--- config.mk ---
export PLATFORM = sky130hd
export DESIGN_NAME = serial_addsub
export DESIGN_NICKNAME = d
export VERILOG_FILES = /design/src/rtl/serial_addsub.sv
export SDC_FILE = /design/constraint.sdc
export NUM_CORES = 1
export LEC_CHECK = 0
export CAP_MARGIN = 20
export CORE_MARGIN = 3
export CORE_UTILIZATION = 55
export DETAILED_ROUTE_END_ITERATION = 12
export HOLD_SLACK_MARGIN = 0.06
export PLACE_DENSITY = 0.83
export SKIP_CTS_REPAIR_TIMING = 1
export SYNTH_ARGS = -nofsm -noshare
export SYNTH_HDL_FRONTEND = slang
export SYNTH_SLANG_ARGS = --single-unit
--- constraint.sdc ---
create_clock -name clk -period 4.3 [get_ports clk]
set_clock_uncertainty 0.05 [all_clocks]
set_input_delay 0.86 -clock clk [delete_from_list [all_inputs] [get_ports clk]]
set_output_delay 0.86 -clock clk [all_outputs]
set_load 0.03 [all_outputs]
--- src/rtl/serial_addsub.sv ---
// Digit-serial adder/subtractor: WIDTH-bit operands, DIGIT bits per clock through one ripple slice.
// Define SERIAL_ADDSUB_OVF_EN to add the signed-overflow output ovf_out.
module serial_addsub #(
  parameter int WIDTH = 8,
  parameter int DIGIT = 1
) (
  input  logic             clk,
  input  logic             reset_n,
  input  logic             in_valid,
  output logic             in_ready,
  input  logic             sub,
  input  logic [WIDTH-1:0] a_in,
  input  logic [WIDTH-1:0] b_in,
  output logic             out_valid,
  input  logic             out_ready,
  output logic [WIDTH-1:0] sum_out,
  output logic             carry_out
`ifdef SERIAL_ADDSUB_OVF_EN
  ,output logic            ovf_out
`endif
);

  localparam int N  = WIDTH / DIGIT;
  localparam int CW = (N > 1) ? $clog2(N) : 1;

  localparam logic [1:0] S_IDLE = 2'd0;
  localparam logic [1:0] S_RUN  = 2'd1;
  localparam logic [1:0] S_DONE = 2'd2;

  logic [1:0]       state_q, state_d;
  logic [WIDTH-1:0] a_q, a_d;
  logic [WIDTH-1:0] b_q, b_d;
  logic             carry_q, carry_d;
  logic [CW-1:0]    cnt_q, cnt_d;
  logic [WIDTH-1:0] res_q, res_d;
  logic [WIDTH-1:0] sum_q, sum_d;
  logic             cout_q, cout_d;

  logic [DIGIT:0]         slice;
  logic [WIDTH+DIGIT-1:0] res_cat;
  logic                   last;

  assign slice   = {1'b0, a_q[DIGIT-1:0]} + {1'b0, b_q[DIGIT-1:0]} + {{DIGIT{1'b0}}, carry_q};
  // New digit enters from the MSB side; the low DIGIT bits of the old result drop off.
  assign res_cat = {slice[DIGIT-1:0], res_q};
  assign last    = (cnt_q == CW'(N - 1));

`ifdef SERIAL_ADDSUB_OVF_EN
  logic ovf_q, ovf_d;
  logic msb_cin;
  // Carry into the MSB recovered from the top bit of the final slice.
  assign msb_cin = slice[DIGIT-1] ^ a_q[DIGIT-1] ^ b_q[DIGIT-1];
  assign ovf_out = ovf_q;
`endif

  always_comb begin
    state_d = state_q;
    a_d     = a_q;
    b_d     = b_q;
    carry_d = carry_q;
    cnt_d   = cnt_q;
    res_d   = res_q;
    sum_d   = sum_q;
    cout_d  = cout_q;
`ifdef SERIAL_ADDSUB_OVF_EN
    ovf_d   = ovf_q;
`endif
    case (state_q)
      S_IDLE: begin
        if (in_valid) begin
          a_d     = a_in;
          b_d     = sub ? ~b_in : b_in;
          carry_d = sub;
          cnt_d   = '0;
          res_d   = '0;
          state_d = S_RUN;
        end
      end
      S_RUN: begin
        a_d     = a_q >> DIGIT;
        b_d     = b_q >> DIGIT;
        res_d   = res_cat[WIDTH+DIGIT-1:DIGIT];
        carry_d = slice[DIGIT];
        if (last) begin
          sum_d   = res_cat[WIDTH+DIGIT-1:DIGIT];
          cout_d  = slice[DIGIT];
`ifdef SERIAL_ADDSUB_OVF_EN
          ovf_d   = msb_cin ^ slice[DIGIT];
`endif
          state_d = S_DONE;
        end else begin
          cnt_d = cnt_q + CW'(1);
        end
      end
      S_DONE: begin
        if (out_ready) state_d = S_IDLE;
      end
      default: state_d = S_IDLE;
    endcase
  end

  always_ff @(posedge clk or negedge reset_n) begin
    if (!reset_n) begin
      state_q <= S_IDLE;
      a_q     <= '0;
      b_q     <= '0;
      carry_q <= 1'b0;
      cnt_q   <= '0;
      res_q   <= '0;
      sum_q   <= '0;
      cout_q  <= 1'b0;
`ifdef SERIAL_ADDSUB_OVF_EN
      ovf_q   <= 1'b0;
`endif
    end else begin
      state_q <= state_d;
      a_q     <= a_d;
      b_q     <= b_d;
      carry_q <= carry_d;
      cnt_q   <= cnt_d;
      res_q   <= res_d;
      sum_q   <= sum_d;
      cout_q  <= cout_d;
`ifdef SERIAL_ADDSUB_OVF_EN
      ovf_q   <= ovf_d;
`endif
    end
  end

  assign in_ready  = (state_q == S_IDLE);
  assign out_valid = (state_q == S_DONE);
  assign sum_out   = sum_q;
  assign carry_out = cout_q;

endmodule
* Word level (Yosys, flattened, before mapping)
Cells that the tools add are included. Widths: inputs -> output; s select.
Cells by class: add/sub/neg operators 3, equal/unequal tests 7, muxes and demuxes 16, bitwise logic cells 1, reduce and logical (&&, ||, !) cells 6
Operators with widths (count):
- $pmux 8 s2 | 3
- $mux 8 | 4
- $not 8->8 | 1
- $mux 2 | 3
- $mux 3 | 2
- $ne 2x2->1 const B | 3
- $pmux 2 s3 | 1
- $pmux 3 s2 | 1
- $reduce_and 3->1 | 2
- $reduce_and 2->1 | 2
- $add 3x1->3 const B | 1
- $eq 3x3->1 const B | 1
- $add 1x1->2 | 1
- $add 2x1->2 | 1
- $eq 2x1->1 const B | 1
- $eq 2x2->1 const B | 1
- $logic_not 2->1 | 1
- $ne 2x1->1 const B | 1
- $pmux 1 s2 | 1
- $reduce_bool 2->1 | 1
- $mux 1 | 1
Storage, ports and cells: bits in registers 39, input port bits 21, output and inout port bits 11, logic and storage cells 41

* Longest topological paths before layout
Gate-level depths: netlist (run 1).
depth in word-level cells 4, gate-level depth with buffers 6, gate-level depth less buffers 5

* Worst setup path before layout (run 1)
Ideal clock, no wire load.
path type reg2out, start reg state_q[0], end out in_ready, arrival 939 ps, slack 2451 ps, cell stages (with the launch flop) 3, buffers on the path 1, path through dfrtp_1 buf_6 nor2_1
Between the ends: word-level cells in the longest chain between the ends 1
RTL lines:
- start: declaration | line 30 | logic [1:0] state_q, state_d;
- start signal: assignment | line 116 | state_q <= state_d;
- $logic_not 2->1 | line 130 | assign in_ready = (state_q == S_IDLE);
- end: declaration | line 10 | output logic in_ready,
Every way passes these cells.

* Worst setup path after layout (run 1)
start reg state_q[1], end out out_valid
Between the ends: word-level cells in the longest chain between the ends 1
RTL lines:
- $eq 2x2->1 | line 131 | assign out_valid = (state_q == S_DONE);
- end: declaration | line 14 | output logic out_valid,
Every way passes these cells.

==> summary by stage, run 1 <==
Job
The tool flagged a number of max-cap violations equal to 0.

Power
Across the VDD grid, the largest voltage drop is 0.440 mV. In this run the static leakage power is slightly below 1 nW. The power per cell area is ~740 mW/mm2. Summing internal, switching and leakage power gives 0.00157 W.

Place
The total half-perimeter wirelength after legalization and detailed placement is 2290 um. The count of buffers from port buffering is 31. At the end of routability-driven placement, the weighted congestion stood at about 0.75.

Die
The area of the placeable core is 0.00288 mm2. Measured along the y axis, the die boundary spans 62.1 um. The width of the die is roughly 62 um. The initial utilization of the core area, before any placement, comes to 60.2%. The number of top-level design ports is 32. The floorplan step defined a die boundary enclosing 0.00386 mm2. The number of cell rows is 19.

Worst hold path
The path class of the tightest hold or removal check is reg2reg. The number of cells traversed by the worst hold path is 2. The startpoint identified for the worst hold timing path is b_q[1]. The endpoint of the worst hold path is b_q[1].

Clocking
The number of CTS-inserted buffers is 5. The latest clock arrival within the worst-skew pair is 0.34 ns. The count of clock tree sinks is 38. The root buffer cell is clkbuf_4. TritonCTS built the clock tree. The level count of the clock H-tree is 2. In this run the deepest clock path goes through 2 buffers. The post-CTS clock slew at the launch and capture registers of the worst setup and hold paths is ~0.11 ns.

Global routing
The first global-routing pass estimated 5750 um of wire. The via count of the first global-routing pass is 1196. Global routing used 19.2% of the available tracks across all layers. The total overflow reported by the global router is 0. Entering global routing, the biggest net connects 39 pins. The initial antenna violation count came to 0.

Route
After detailed routing, the number of remaining DRC violations is 0. The count of nets left with antenna violations once routing finished came out at 0. In the routed layout, each cell is associated on average with a via count of between 5 and 6. After detailed routing, the average wire length per cell comes to between 15 and 20 um. The final layout contains routed wiring with a total length of 3460 um. Across all layers, the routed design uses 1183 vias. The detailed router finished its first iteration with 46 violations. The first detailed-routing pass ran for 4 iterations.

Timing
The setup TNS after final layout is 0 ns. The count of final hold-check violations is 0. Dividing the final minimum period by the clock period gives 64.2%. The top achievable clock speed is 362 MHz. The number of pins exceeding their max-slew limit in the final report is 0. The setup violation total in the final timing report is 0. The smallest clock period supported by the final layout is computed as between 2 and 3 ns. The relative slew slack is 45.4%. Setup repair after global routing left no endpoint under its margin. The tightest hold path in the finished design has a slack of 0.452 ns. The pin slew with the least headroom to its limit is approximately 0.8 ns.

Critical path
Traced cell by cell, the critical path runs through inv_1 > nor2_1 > clkdlybuf4s50_1. The maximum fanout along the worst path is 10. The worst register-to-register path has a depth of 4. The category of the most critical setup path is reg2out. The worst register-to-register path ends at a_q[4]. The highest-delay cell along the critical path is clkdlybuf4s50_1.

On the critical path the largest part of the delay comes from buffers and inverters. The internal reg-to-reg setup slack is about 2.3 ns. The kind of end point of the critical path is an output pin.

The number of buffers and inverters on the critical path is 2. In this run the critical register-to-register path is launched from state_q[0]. For this run, the slowest stage of the critical path takes roughly 0.67 ns. STA puts the critical path data required time at 3.39 ns. STA classifies the critical path startpoint as a register. Data on the critical path arrives at its endpoint at 1.85 ns.

Logic synthesis
The netlist area before placement is between 0.0015 and 0.002 mm2. The number of enable flip-flop cells after synthesis is 0. Synthesis produced a netlist whose cell count is around 140. The number of warning messages in the yosys log is 0. The flip-flop and latch count after synthesis is 38. The number of nets handed over by synthesis was 165. The number of unique standard cell types used by synthesis is 30. After synthesis, the share of flip-flops with an asynchronous set or reset is 100%. The part of the Yosys area used for sequential elements is 54.9%.

A synthesized cell averages between 10 and 15 um2. The most used flip-flop cell after synthesis is dfrtp_1.

Layout
Fill cells in the final layout number 199. Leaving out fill and tap cells, the most frequent cells in the layout are dfrtp_1 (38), clkdlybuf4s50_1 (30), nand2_1 (13), mux2_2 (10), a22o_1 (9). The repair_antennas step left the layout with diodes totalling 0. The post-route netlist has 16.2% of its cells at a drive strength greater than 1. The leading cell type in the layout, fill and taps excluded is dfrtp_1. The area growth from synthesis to final layout is 22.7%. For this run, the post-layout net count is roughly 200.

Run status
The flow ran to the end, and the final reports show no timing, DRC or antenna violations.
## worst reg2reg max path: stages, from the launching register on
cell	delay, ns
dfrtp_1	0.59
nor2b_2	0.68
buf_6	0.25
mux2i_1	0.22
o21ai_1	0.08
## per-layer routing
metal  global-route usage [%]  up-vias  wire length, um
li1                         -      563                -
met1                     24.2      579             1460
met2                     30.2       32             1770
met3                     5.95        9              157
met4                     9.12        0               75
met5                        0        -                0
## synthesized netlist by cell type, types with 2 or more instances
cell type,count,area [um2]
a221o_2,3,33.8
a22o_1,9,78.8
buf_2,4,20.0
buf_6,4,45.0
dfrtp_1,38,951
ha_1,2,25.0
inv_1,5,18.8
mux2_2,10,113
mux2i_1,8,80.1
nand2_1,13,48.8
nor2_1,4,15.0
nor2b_1,2,12.5
o21ai_0,7,35.0
o21ai_1,6,30.0
o22ai_1,3,18.8
o31ai_1,2,15.0
o32ai_1,2,17.5
xnor2_1,5,43.8
xor2_1,3,26.3
## sequential cells by signal, summed over array words and instances (netlist names)
| name | cells |
|---|---|
| a_q | 8 |
| b_q | 8 |
| carry_out | 1 |
| carry_q | 1 |
| cnt_q | 3 |
| res_q | 7 |
| state_q | 2 |
| sum_out | 8 |
## cell families after synthesis
logic type,share of synthesized area (%)
buffers and inverters,5.27
xor gates and xnor gates,4.05
and+or+nand+nor,6.94
muxes,11.1
adders and majority gates,2.60
DFF,54.9
AOI/OAI and AO/OA,15.1
## worst max path at each step
stage | startpoint | endpoint | slack [ns] | cells after the start
finish | state_q[1] | out_valid | 1.54 | 3
global route | state_q[1] | out_valid | 1.46 | 3
CTS | state_q[1] | out_valid | 1.54 | 3
detailed placement | in_valid | carry_q | 1.40 | 3
global placement | in_valid | carry_q | 1.63 | 3
floorplan | state_q[0] | in_ready | 2.45 | 2
## area by class of cell
cell class	instances	area [um2]	share of cell area (%)
tap	42	52.6	2.47
sequential	38	951	44.8
clock buffer	5	37.5	1.77
inverter	5	18.8	0.883
timing repair buffer	33	332	15.6
multi-input combinational	89	693	32.6
clock inverter	3	40.0	1.88
## report_power, final
group | internal (W) | total [W] | switching [W]
clock | 0.000120 | 0.000239 | 0.000118
sequential | 0.000519 | 0.000637 | 0.000118
combinational | 0.000338 | 0.000695 | 0.000357
## metrics by stage
stage	worst slack [ns]	std cells	util [%]	cell area, um2
global placement	1.63	205	70.2	2020
CTS	1.54	213	72.9	2100
global route	1.46	215	73.9	2120
detailed placement	1.40	205	70.2	2020
finish	1.54	215	73.9	2120
floorplan	2.45	141	-	1730
No activity file was read; power rests on OpenSTA's default activity.
==> inputs of run 2 (changes only) <==
Settings changed: CORE_UTILIZATION 55 to 46, PLACE_DENSITY 0.83 to 0.74.
Clock period 4.3 ns to 2.3 ns, I/O delays scaled along.
==> summary by stage, run 2 (synthesis results as in run 1) <==
Die
The width of the die is 67.4 um (+8.4%). The number of cell rows was 21 (+2). The die height is 67.4 um (+8.4%).

The number of top-level design ports was 32 (unchanged). The die footprint came to 0.00454 mm2 (+18%). The area of the placeable core is 0.00347 mm2 (+21%). The initial cell density of the core came to 49.9% (-10 points).

Critical path
The kind of end point of the critical path is an output pin. The sort of element at the start of the critical path is a register. Walking the worst path, the cells encountered are inv_1 > nor2_1 > clkdlybuf4s50_1.

The highest-delay cell along the critical path is clkdlybuf4s50_1. The delay of the slowest cell on the worst path is 0.67 ns (about the same). The number of cells on the worst reg-to-reg path is 4 (unchanged). The endpoint arrival time on the critical path is 1.64 ns (-0.21 ns).

The maximum fanout along the worst path is 10 (unchanged). The category of the most critical setup path is reg2out. The cell type group with the largest total delay on the critical path is buffers and inverters. The cell count along the critical path is 3 (unchanged).

The critical path buffer and inverter count came to 2 (unchanged). The data required time of the worst path is 1.79 ns (-1.60 ns).

Layout
The post-layout net count is 198 (+1.0%). The number of fillers in the final layout is 309 (+55%). Leaving out fill and tap cells, the most frequent cell in the layout is dfrtp_1. The area of the multi-input gates came to 693 um2 (unchanged). The antenna diode count is 0 (unchanged). The register area is 952 um2 (+0.13%). The area growth from synthesis to final layout is 26.0%. The share of layout cells above drive strength 1 came to 17.2% (+1.1 points).

The summed area of non-filler cells in the final layout is 0.00218 mm2 (+2.7%). In the layout the commonest cells are dfrtp_1 (37), clkdlybuf4s50_1 (30), nand2_1 (13), mux2_2 (10), a22o_1 (9).

Route
The met3 wire length is 147 um (-6.4%). The sum of routed wire length over all layers is 3220 um (-6.7%). The number of vias per cell after detailed routing is 5.35 (-2.8%).

The wire length per cell after detailed routing was 14.6 um (-8.9%). The number of vias in the routed layout is 1177 (-0.51%). The routed length on met2 came to 1590 um (-9.7%). The sum of routed wire segments on met1 is 1440 um (-1.2%).

The DRC marker count from the first detailed-route iteration is 42 (-8.7%). The post-detailed-route count of antenna-violating nets is 0 (unchanged). The count of TritonRoute iterations in the first routing pass came to 4 (unchanged). The highest metal layer used by the detailed router is met4. The DRC violation count after routing is 0 (unchanged).

Timing
The pin slew with the least headroom to its limit was 0.829 ns (+0.00970 ns). The setup TNS after final layout is 0 ns (unchanged). The setup violation total in the final timing report is 0 (unchanged). The number of pins exceeding their max-slew limit in the final report is 0 (unchanged). In the finished design, the share of the clock period the worst path needs comes to 93.6%. The final hold slack is 0.219 ns (-0.233 ns). The final critical delay including setup and external delays is 2.15 ns.

The relative slew slack is 44.7% (-0.65 points). The count of final hold-check violations is 0 (unchanged). Setup repair after global routing left no endpoint under its margin. The top achievable clock speed is 464 MHz.

Run status
The flow ran to the end, and the final reports show no timing, DRC or antenna violations.

Worst hold path
The worst hold path belongs to the class in2async.

Clocking
The buffer levels on the longest clock path came to 2 (unchanged). The tree is rooted in a clkbuf_8. The number of CTS-inserted buffers is 5 (unchanged). The post-CTS clock slew at the launch and capture registers of the worst setup and hold paths is 0.08 ns (-0.03 ns). The latest clock arrival within the worst-skew pair is 0.29 ns (-0.05 ns). The level count of the clock H-tree was 2 (unchanged). The count of clock tree sinks came to 38 (unchanged). TritonCTS built the clock tree.

Global routing
The via count of the first global-routing pass is 1191 (-0.42%). The global-route wire length before repair came to 5520 um (-3.9%). The total overflow reported by the global router is 0 (unchanged).

The total global-route track usage is 16.7% (-2.5 points). The pin count of the biggest net entering global routing is 39 (unchanged). The initial antenna violation count is 0 (unchanged).

Place
The count of buffers from port buffering is 31 (unchanged). The total half-perimeter wirelength after legalization and detailed placement is 2390 um (+4.7%). The instance area at placement is 0.00207 mm2 (+2.4%).

The global placement routability congestion is 0.756 (+0.61%).

Power
The maximum ir drop on the vdd rail is 0.597 mV (+36%). The power per cell area is 1390 mW/mm2 (+89%). The leakage power total is 0.989 nW (+2.3%).

Job
The max capacitance violation total was 0 (unchanged).
## run 2: changes by cell type in the layout (fill, tap and decap cells not counted), sizes merged
cell,before,now
buf,3,5
clkbuf,5,6
clkinv,2,0
## run 2: stage by stage
stage | cells | worst slack [ns] | util, % | power, W
2_1_floorplan | 141 | 0.851 | - | 0.00212
3_3_place_gp | 213 | 0.406 | 59.6 | 0.00243
3_5_place_dp | 213 | 0.302 | 59.6 | 0.00251
4_1_cts | 220 | 0.0376 | 62.9 | 0.00308
5_1_grt | 220 | 0.0578 | 62.9 | 0.00327
6_report | 220 | 0.146 | 62.9 | 0.00304
## run 2: path summary, 6_finish.rpt
path,start,endpoint,slack [ns]
worst max-delay path,state_q[1],out_valid,0.15
worst min register to register,b_q[1],b_q[1],0.44
worst min-delay path,reset_n,res_q[1],0.22
min in group clk,b_q[1],b_q[1],0.44
worst max register to register,state_q[0],a_q[0],0.52
max in group asynchronous,reset_n,state_q[1],1.42
## run 2: worst register-to-register path, stage by stage (launching register included)
cell	delay, ns
dfrtp_1	0.57
nor2b_2	0.52
buf_12	0.22
mux2i_1	0.20
o21ai_0	0.10
## run 2: final cells by class
class,instances,area share (%)
flip-flops and latches,38,43.6
multi-input cells,89,31.8
repair buffers,35,15.9
clock buffers,6,3.78
well taps,46,2.64
clock inverters,1,1.38
inverters,5,0.860
## run 2: metal layers
metal / global-route usage, % / vias up
met5: 0 / -
met4: 6.33 / 0
met3: 5.82 / 6
met2: 27.7 / 23
met1: 19.9 / 585
li1: - / 563
## run 2: power breakdown
part           internal (W)  switching [W]
logic              0.000643       0.000642
clock network      0.000347       0.000220
registers          0.000975       0.000217
total               0.00196        0.00108
